File: config.mk
export PLATFORM = sky130hd
export DESIGN_NAME = nvdla_csb_master_flat
export DESIGN_NICKNAME = d
export VERILOG_FILES = /design/src/rtl/nvdla_csb_pkg.sv /design/src/rtl/nvdla_csb_master_if.sv /design/src/rtl/nvdla_csb_master_timeout.sv /design/src/rtl/nvdla_csb_master.sv /design/src/flat_wrapper.sv
export SDC_FILE = /design/constraint.sdc
export NUM_CORES = 1
export LEC_CHECK = 0
export ABC_AREA = 1
export CAP_MARGIN = 20
export CORE_MARGIN = 10
export CORE_UTILIZATION = 39
export CTS_BUF_LIST = sky130_fd_sc_hd__clkbuf_4
export DETAILED_ROUTE_END_ITERATION = 8
export PLACE_DENSITY = 0.79
export SLEW_MARGIN = 20
export SYNTH_ARGS = -nofsm -noshare
export SYNTH_HDL_FRONTEND = slang
export SYNTH_HIERARCHICAL = 1
export SYNTH_SLANG_ARGS = --single-unit
File: constraint.sdc
create_clock -name csb_clk -period 3.2 [get_ports csb_clk]
set_input_delay 0.96 -clock csb_clk [delete_from_list [all_inputs] [get_ports csb_clk]]
set_output_delay 0.96 -clock csb_clk [all_outputs]
set_load 0.02 [all_outputs]
File: src/rtl/nvdla_csb_pkg.sv
// rtl/nvdla_csb_pkg.sv - shared types and constants for the CSB initiator
package nvdla_csb_pkg;

    localparam int CSB_DW = 32;

    localparam logic [CSB_DW-1:0] CSB_ERR_DATA = 32'hBADC_5B00;

    typedef enum logic [1:0] {
        ST_IDLE     = 2'd0,
        ST_CSB_REQ  = 2'd1,
        ST_WAIT_RSP = 2'd2,
        ST_RESP     = 2'd3
    } csb_mst_state_e;

endpackage

File: src/rtl/nvdla_csb_master_if.sv
// rtl/nvdla_csb_master_if.sv - CSB request/response signal bundle
interface nvdla_csb_intf #(
    parameter int CSB_AW = 16
);
    import nvdla_csb_pkg::*;

    logic              valid;
    logic              ready;
    logic [CSB_AW-1:0] addr;
    logic [CSB_DW-1:0] wdat;
    logic              write;
    logic              nposted;
    logic              r_valid;
    logic [CSB_DW-1:0] r_data;
    logic              wr_complete;

    modport master (
        output valid, addr, wdat, write, nposted,
        input  ready, r_valid, r_data, wr_complete
    );

    modport slave (
        input  valid, addr, wdat, write, nposted,
        output ready, r_valid, r_data, wr_complete
    );

endinterface

File: src/rtl/nvdla_csb_master_timeout.sv
// rtl/nvdla_csb_master_timeout.sv - loadable response-timeout counter
module nvdla_csb_timeout #(
    parameter int LIMIT = 1024,
    localparam int CW   = $clog2(LIMIT)
) (
    input  logic          clk,
    input  logic          rst,
    input  logic          clr,
    input  logic          en,
    input  logic          load,
    input  logic [CW-1:0] load_val,
    output logic          expired
);

    logic [CW-1:0] count;

    // Clear has priority so a fresh handshake always restarts the window.
    always_ff @(posedge clk or posedge rst) begin
        if (rst) begin
            count <= '0;
        end else if (clr) begin
            count <= '0;
        end else if (load) begin
            count <= load_val;
        end else if (en) begin
            count <= count + CW'(1);
        end
    end

    assign expired = (count == CW'(LIMIT - 1));

endmodule

File: src/rtl/nvdla_csb_master.sv
// rtl/nvdla_csb_master.sv - peripheral bus to NVDLA CSB single-outstanding bridge
module nvdla_csb_master
    import nvdla_csb_pkg::*;
#(
    parameter int   CSB_AW         = 16,
    parameter logic NPOSTED_WR     = 1'b1,
    parameter int   TIMEOUT_CYCLES = 1024
) (
    input  logic        csb_clk,
    input  logic        rst_i,
    input  logic        req_i,
    output logic        gnt_o,
    input  logic [31:0] add_i,
    input  logic        wen_i,
    input  logic [3:0]  be_i,
    input  logic [31:0] data_i,
    output logic        r_valid_o,
    output logic [31:0] r_rdata_o,
    output logic        r_opc_o,
    output logic        spurious_o,
    nvdla_csb_intf.master csb
);

    csb_mst_state_e state;
    logic           wen_q;
    logic           chk_err;
    logic           to_clr;
    logic           to_en;
    logic           to_expired;
    logic           rsp_read;
    logic           rsp_write;
    logic           spurious_evt;

    assign gnt_o = req_i && (state == ST_IDLE);

    // Accesses the CSB cannot express are rejected before touching the bus.
    assign chk_err = (add_i[1:0] != 2'b00)
                  || ((add_i >> (CSB_AW + 2)) != 32'd0)
                  || (!wen_i && (be_i != 4'hF));

    assign to_clr = (state == ST_CSB_REQ) && csb.ready;
    assign to_en  = (state == ST_WAIT_RSP);

    assign rsp_read  = wen_q && csb.r_valid;
    assign rsp_write = !wen_q && csb.wr_complete;

    // A response counts as spurious unless it is the one kind we are waiting for.
    assign spurious_evt = (state != ST_WAIT_RSP) ? (csb.r_valid || csb.wr_complete)
                                                 : (wen_q ? csb.wr_complete : csb.r_valid);

    nvdla_csb_timeout #(
        .LIMIT (TIMEOUT_CYCLES)
    ) u_timeout (
        .clk      (csb_clk),
        .rst      (rst_i),
        .clr      (to_clr),
        .en       (to_en),
        .load     (1'b0),
        .load_val ('0),
        .expired  (to_expired)
    );

    // Transaction FSM with all bus-facing outputs registered.
    always_ff @(posedge csb_clk or posedge rst_i) begin
        if (rst_i) begin
            state       <= ST_IDLE;
            wen_q       <= 1'b0;
            r_valid_o   <= 1'b0;
            r_rdata_o   <= '0;
            r_opc_o     <= 1'b0;
            spurious_o  <= 1'b0;
            csb.valid   <= 1'b0;
            csb.addr    <= '0;
            csb.wdat    <= '0;
            csb.write   <= 1'b0;
            csb.nposted <= 1'b0;
        end else begin
            r_valid_o <= 1'b0;
            r_rdata_o <= '0;
            r_opc_o   <= 1'b0;

            if (spurious_evt) begin
                spurious_o <= 1'b1;
            end

            case (state)
                ST_IDLE: begin
                    if (req_i) begin
                        wen_q <= wen_i;
                        if (chk_err) begin
                            state     <= ST_RESP;
                            r_valid_o <= 1'b1;
                            r_opc_o   <= 1'b1;
                            r_rdata_o <= CSB_ERR_DATA;
                        end else begin
                            state       <= ST_CSB_REQ;
                            csb.valid   <= 1'b1;
                            csb.addr    <= add_i[CSB_AW+1:2];
                            csb.wdat    <= data_i;
                            csb.write   <= ~wen_i;
                            csb.nposted <= wen_i ? 1'b0 : NPOSTED_WR;
                        end
                    end
                end

                ST_CSB_REQ: begin
                    if (csb.ready) begin
                        csb.valid <= 1'b0;
                        if (wen_q || csb.nposted) begin
                            state <= ST_WAIT_RSP;
                        end else begin
                            state     <= ST_RESP;
                            r_valid_o <= 1'b1;
                        end
                    end
                end

                ST_WAIT_RSP: begin
                    if (rsp_read) begin
                        state     <= ST_RESP;
                        r_valid_o <= 1'b1;
                        r_rdata_o <= csb.r_data;
                    end else if (rsp_write) begin
                        state     <= ST_RESP;
                        r_valid_o <= 1'b1;
                    end else if (to_expired) begin
                        state     <= ST_RESP;
                        r_valid_o <= 1'b1;
                        r_opc_o   <= 1'b1;
                        r_rdata_o <= CSB_ERR_DATA;
                    end
                end

                ST_RESP: begin
                    state <= ST_IDLE;
                end

                default: begin
                    state <= ST_IDLE;
                end
            endcase
        end
    end

endmodule

File: src/flat_wrapper.sv
// flat-port wrapper written by rule: the top's interface ports become plain ports
module nvdla_csb_master_flat import nvdla_csb_pkg::*;
#(
    parameter int   CSB_AW         = 16,
    parameter logic NPOSTED_WR     = 1'b1,
    parameter int   TIMEOUT_CYCLES = 1024
)
  (csb_clk, rst_i, req_i, gnt_o, add_i, wen_i, be_i, data_i, r_valid_o, r_rdata_o, r_opc_o, spurious_o, csb_valid, csb_addr, csb_wdat, csb_write, csb_nposted, csb_ready, csb_r_valid, csb_r_data, csb_wr_complete);
  nvdla_csb_intf #(.CSB_AW(CSB_AW)) csb_i ();
  input  logic csb_clk;
  input  logic rst_i;
  input  logic req_i;
  output logic gnt_o;
  input  logic [31:0] add_i;
  input  logic wen_i;
  input  logic [3:0] be_i;
  input  logic [31:0] data_i;
  output logic r_valid_o;
  output logic [31:0] r_rdata_o;
  output logic r_opc_o;
  output logic spurious_o;
  output wire logic [$bits(csb_i.valid)-1:0] csb_valid;
  output wire logic [$bits(csb_i.addr)-1:0] csb_addr;
  output wire logic [$bits(csb_i.wdat)-1:0] csb_wdat;
  output wire logic [$bits(csb_i.write)-1:0] csb_write;
  output wire logic [$bits(csb_i.nposted)-1:0] csb_nposted;
  input wire logic [$bits(csb_i.ready)-1:0] csb_ready;
  input wire logic [$bits(csb_i.r_valid)-1:0] csb_r_valid;
  input wire logic [$bits(csb_i.r_data)-1:0] csb_r_data;
  input wire logic [$bits(csb_i.wr_complete)-1:0] csb_wr_complete;
  assign csb_valid = csb_i.valid;
  assign csb_addr = csb_i.addr;
  assign csb_wdat = csb_i.wdat;
  assign csb_write = csb_i.write;
  assign csb_nposted = csb_i.nposted;
  assign csb_i.ready = csb_ready;
  assign csb_i.r_valid = csb_r_valid;
  assign csb_i.r_data = csb_r_data;
  assign csb_i.wr_complete = csb_wr_complete;
  nvdla_csb_master #(.CSB_AW(CSB_AW), .NPOSTED_WR(NPOSTED_WR), .TIMEOUT_CYCLES(TIMEOUT_CYCLES)) u_core (.csb_clk(csb_clk), .rst_i(rst_i), .req_i(req_i), .gnt_o(gnt_o), .add_i(add_i), .wen_i(wen_i), .be_i(be_i), .data_i(data_i), .r_valid_o(r_valid_o), .r_rdata_o(r_rdata_o), .r_opc_o(r_opc_o), .spurious_o(spurious_o), .csb(csb_i));
endmodule
==> reports/metrics.csv <==
stage,metric,value,unit
setup_path,"delay-heaviest family, CP",buffers and inverters,
sta,number of failing hold endpoints at the final stage,0,
sta,final worst path period share,98.09,%
run_status,outcome,finished clean,
global_route,number of global-route vias before repair,3922,
finish,number of filler instances in the final layout,901,
global_route,maximum number of pins on one net before global-route repair,98,
setup_path,R2R Path End,u_core/r_rdata_o[31]$_DFF_PP0_,
synth,mean instance size in the synthesized netlist,8.539,µm²
power,Sw Pwr,1185,µW
worst_hold_path,class of the most critical hold timing path,flip-flop to flip-flop,
setup_path,"Top cell by count, worst path",sky130_fd_sc_hd__clkdlybuf4s50_1,
job,number of max-capacitance violations reported,0,
power,internal power component,2262,µW
sta,setup violators final,0,
finish,Seq. cell area,0.002452,mm²
synth,flip-flop and latch count after synthesis,98,
finish,most common library cell in the layout ignoring fill and taps,sky130_fd_sc_hd__clkdlybuf4s50_1,
setup_path,kind of start point of the critical path,primary input,
finish,net count of the finished layout,819,
power,proportion of power drawn by the clock network,21.8,%
route,DR DRC count,0,
power,peak supply drop,0.0003353,V
placement,DP Wirelength,10830,µm
clocking,hold-fix buffer count after cts,0,
placement,number of buffer cells added on primary ports,193,
sta,Final Slew Violations,0,
clocking,Clock Pin Slew Worst Setup and Hold Paths,130,ps
power,ratio of total power to cell area,526.8,mW/mm²
synth,post-synth cell types,31,
route,DR vias,3910,
die,standard-cell rows,37,
die,die outline width,124.2,µm
power,Static Leakage,0.003155,µW
clocking,TritonCTS clock tree,done,
clocking,clock latency on the worst-skew pair,430,ps
global_route,number of antenna violations at the first check in global routing,0,
setup_path,path type of the worst setup path,primary input to primary output,
clocking,clock net sink count,98,
setup_path,buffer and inverter count on the worst path,3,
finish,area of combinational cells with multiple inputs,0.001454,mm²
clocking,H-tree levels,3,
finish,number of antenna diodes,0,
power,total power,3447,µW
die,vertical die dimension,124.2,µm
power,combinational share of power,33.5,%
finish,most frequent cells in the layout,"sky130_fd_sc_hd__clkdlybuf4s50_1, sky130_fd_sc_hd__nand2_1, sky130_fd_sc_hd__dfrtp_1",
global_route,wire length of the first global-routing pass,21400,µm
route,Routed WL per cell,15.91,µm
die,total die area,0.01543,mm²
sta,Final Critical Period,3139,ps
power,Sw Share,34.39,%
setup_path,startpoint of the worst setup timing path,req_i,
setup_path,crit end category,primary output,
power,power share of the sequential group,44.8,%
synth,post-synthesis cell area,0.004235,mm²
finish,synthesis-to-layout area growth,54.51,%
finish,ratio of cells with drive above 1 in the final layout,5.056,%
sta,worst slew pin tran,659.2,ps
worst_hold_path,origin of the worst min-delay path,u_core/csb.addr[15]$_DFFE_PP0P_,
route,length of the first detailed-routing pass in iterations,5,
route,DRC violation total after the first TritonRoute iteration,224,
setup_path,RR Startpoint,u_core/u_timeout/count[0]$_DFFE_PP0P_,
global_route,"Remaining Overflow, GRT",0,
setup_path,length in cells of the worst reg-to-reg path,9,
clocking,number of gates given a new drive strength after cts,0,
setup_path,critical path's largest stage delay,600,ps
setup_path,worst endpoint required time,2240,ps
sta,setup TNS,0,ps
clocking,post-CTS setup-driven buffer insertion count,0,
finish,area of all placed cells without fillers,0.006544,mm²
route,Final Routed Wirelength,13490,µm
clocking,number of clock buffers inserted by TritonCTS,9,
sta,worst-case clock skew,13.70,ps
setup_path,Crit. path cell count,4,
setup_path,worst-path cell with the longest stage delay,sky130_fd_sc_hd__clkdlybuf4s50_1,
clocking,Root Buffer,sky130_fd_sc_hd__clkbuf_4,
die,starting utilization of the core area,40.48,%
placement,placer's final routability congestion estimate,0.8945,
placement,cell area after placement,0.006372,mm²
synth,cell count after synthesis,496,
global_route,GRT Total Usage,16.96,%
setup_path,crit path cell chain,clkdlybuf4s50_1 -> nand2_1 -> inv_1 -> clkdlybuf4s50_1,
die,number of top-level pins,194,
synth,sequential share of the synthesized area,57.90,%
synth,Synthesis Warnings,6,
die,core box area,0.01046,mm²
setup_path,last element of the critical path,gnt_o,
sta,RSZ-0062 raised after global routing,no,
route,count of antenna-violating nets left after detailed routing,0,
setup_path,highest fanout seen on the critical path,2,
setup_path,Worst R2R Setup Slack,1020,ps
setup_path,arrival time of data at the critical path endpoint,2180,ps
route,via-per-instance ratio,4.611,
clocking,deepest clock path buffer count,2,
sta,maximum clock rate,318.6,MHz
sta,worst rel slew slack,55.96,%
power groups by stage:
stage | Sequential, µW | Clock, µW | Combinational (µW)
3_3_place_gp | 1560 | 0 | 1110
2_1_floorplan | 1670 | 0 | 509
5_1_grt | 1570 | 835 | 1280
6_report | 1540 | 750 | 1150
4_1_cts | 1540 | 775 | 1160
3_5_place_dp | 1570 | 0 | 1160
registers in the layout (all words and copies together) (netlist names):
register	cells
u_core/csb.wdat	32
u_core/r_rdata_o	32
u_core/csb.addr	16
u_core/u_timeout/count	10
u_core/state	2
u_core/csb.valid	1
u_core/csb.write	1
u_core/r_opc_o	1
u_core/r_valid_o	1
u_core/spurious_o	1
u_core/wen_q	1
cells by family after synthesis:
kind of cell / count (synthesis) / share of synthesized area [%]
simple gates: 215 / 20.50
flops: 98 / 57.90
buf+inv: 90 / 9.246
compound gates: 84 / 10.16
fa+ha+maj: 5 / 1.477
xor+xnor: 3 / 0.6205
other cells: 1 / 0.08854
Yosys cell counts, drive strengths merged:
| library cell | count | share of area (%) |
|---|---|---|
| nand4 | 2 | 0.30 |
| dfrtp | 98 | 58 |
| buf | 10 | 1.9 |
| nor2 | 68 | 6.3 |
| ha | 5 | 1.5 |
| xor2 | 2 | 0.41 |
| o31ai | 1 | 0.18 |
| a21oi | 6 | 0.71 |
| conb | 1 | 0.089 |
| inv | 71 | 6.3 |
| nor3 | 1 | 0.12 |
| a31oi | 1 | 0.15 |
| nand3 | 16 | 2.4 |
| o21ai | 74 | 8.8 |
| clkinv | 1 | 0.089 |
| xnor2 | 1 | 0.21 |
| o22ai | 2 | 0.30 |
| clkbuf | 8 | 1.0 |
| nand2 | 128 | 11 |
worst register-to-register path, delay by kind of cell, from the launching register on:
kind / cells / cell delay [ps]
compound gates: 1 / 300
flops: 1 / 430
simple gates: 6 / 1030
buf+inv: 1 / 110
fa+ha+maj: 1 / 230
per-layer routing:
metal | vias to the layer above | track usage [%] | wire length [µm]
met4 | 0 | 4.840 | 155
met5 | - | 0 | 0
met1 | 1818 | 20.20 | 5587
met3 | 12 | 4.376 | 922
li1 | 1931 | - | -
met2 | 149 | 29.35 | 6822
worst min path at each step:
stage | to | slack [ps] | depth (start not counted)
after floorplan | u_core/u_timeout/count[9]$_DFFE_PP0P_ | 470 | 2
after global placement | u_core/csb.valid$_DFFE_PP0P_ | 460 | 2
after detailed placement | u_core/csb.addr[13]$_DFFE_PP0P_ | 470 | 2
after CTS | u_core/csb.addr[13]$_DFFE_PP0P_ | 510 | 2
after global routing | u_core/csb.wdat[7]$_DFFE_PP0P_ | 530 | 2
final | u_core/csb.addr[15]$_DFFE_PP0P_ | 510 | 2
stage by stage:
step	utilization [%]	hold WS, ps	cells	setup slack [ps]
final	62.54	506.0	848	61.02
after global routing	62.54	527.3	848	7.194
after CTS	62.52	508.1	848	41.95
after detailed placement	60.91	474.3	832	42.84
after global placement	60.91	457.7	832	44.67
after floorplan	-	470.8	512	1047
layout make-up:
cell class	instances	share of cell area [%]
well taps	136	2.600
inverters	72	4.187
clock buffers	11	1.262
multi-input cells	324	22.22
clock inverters	5	1.319
flip-flops and latches	98	37.48
repair buffers	202	30.94
Note: power is estimated with default switching activity, not from simulation.
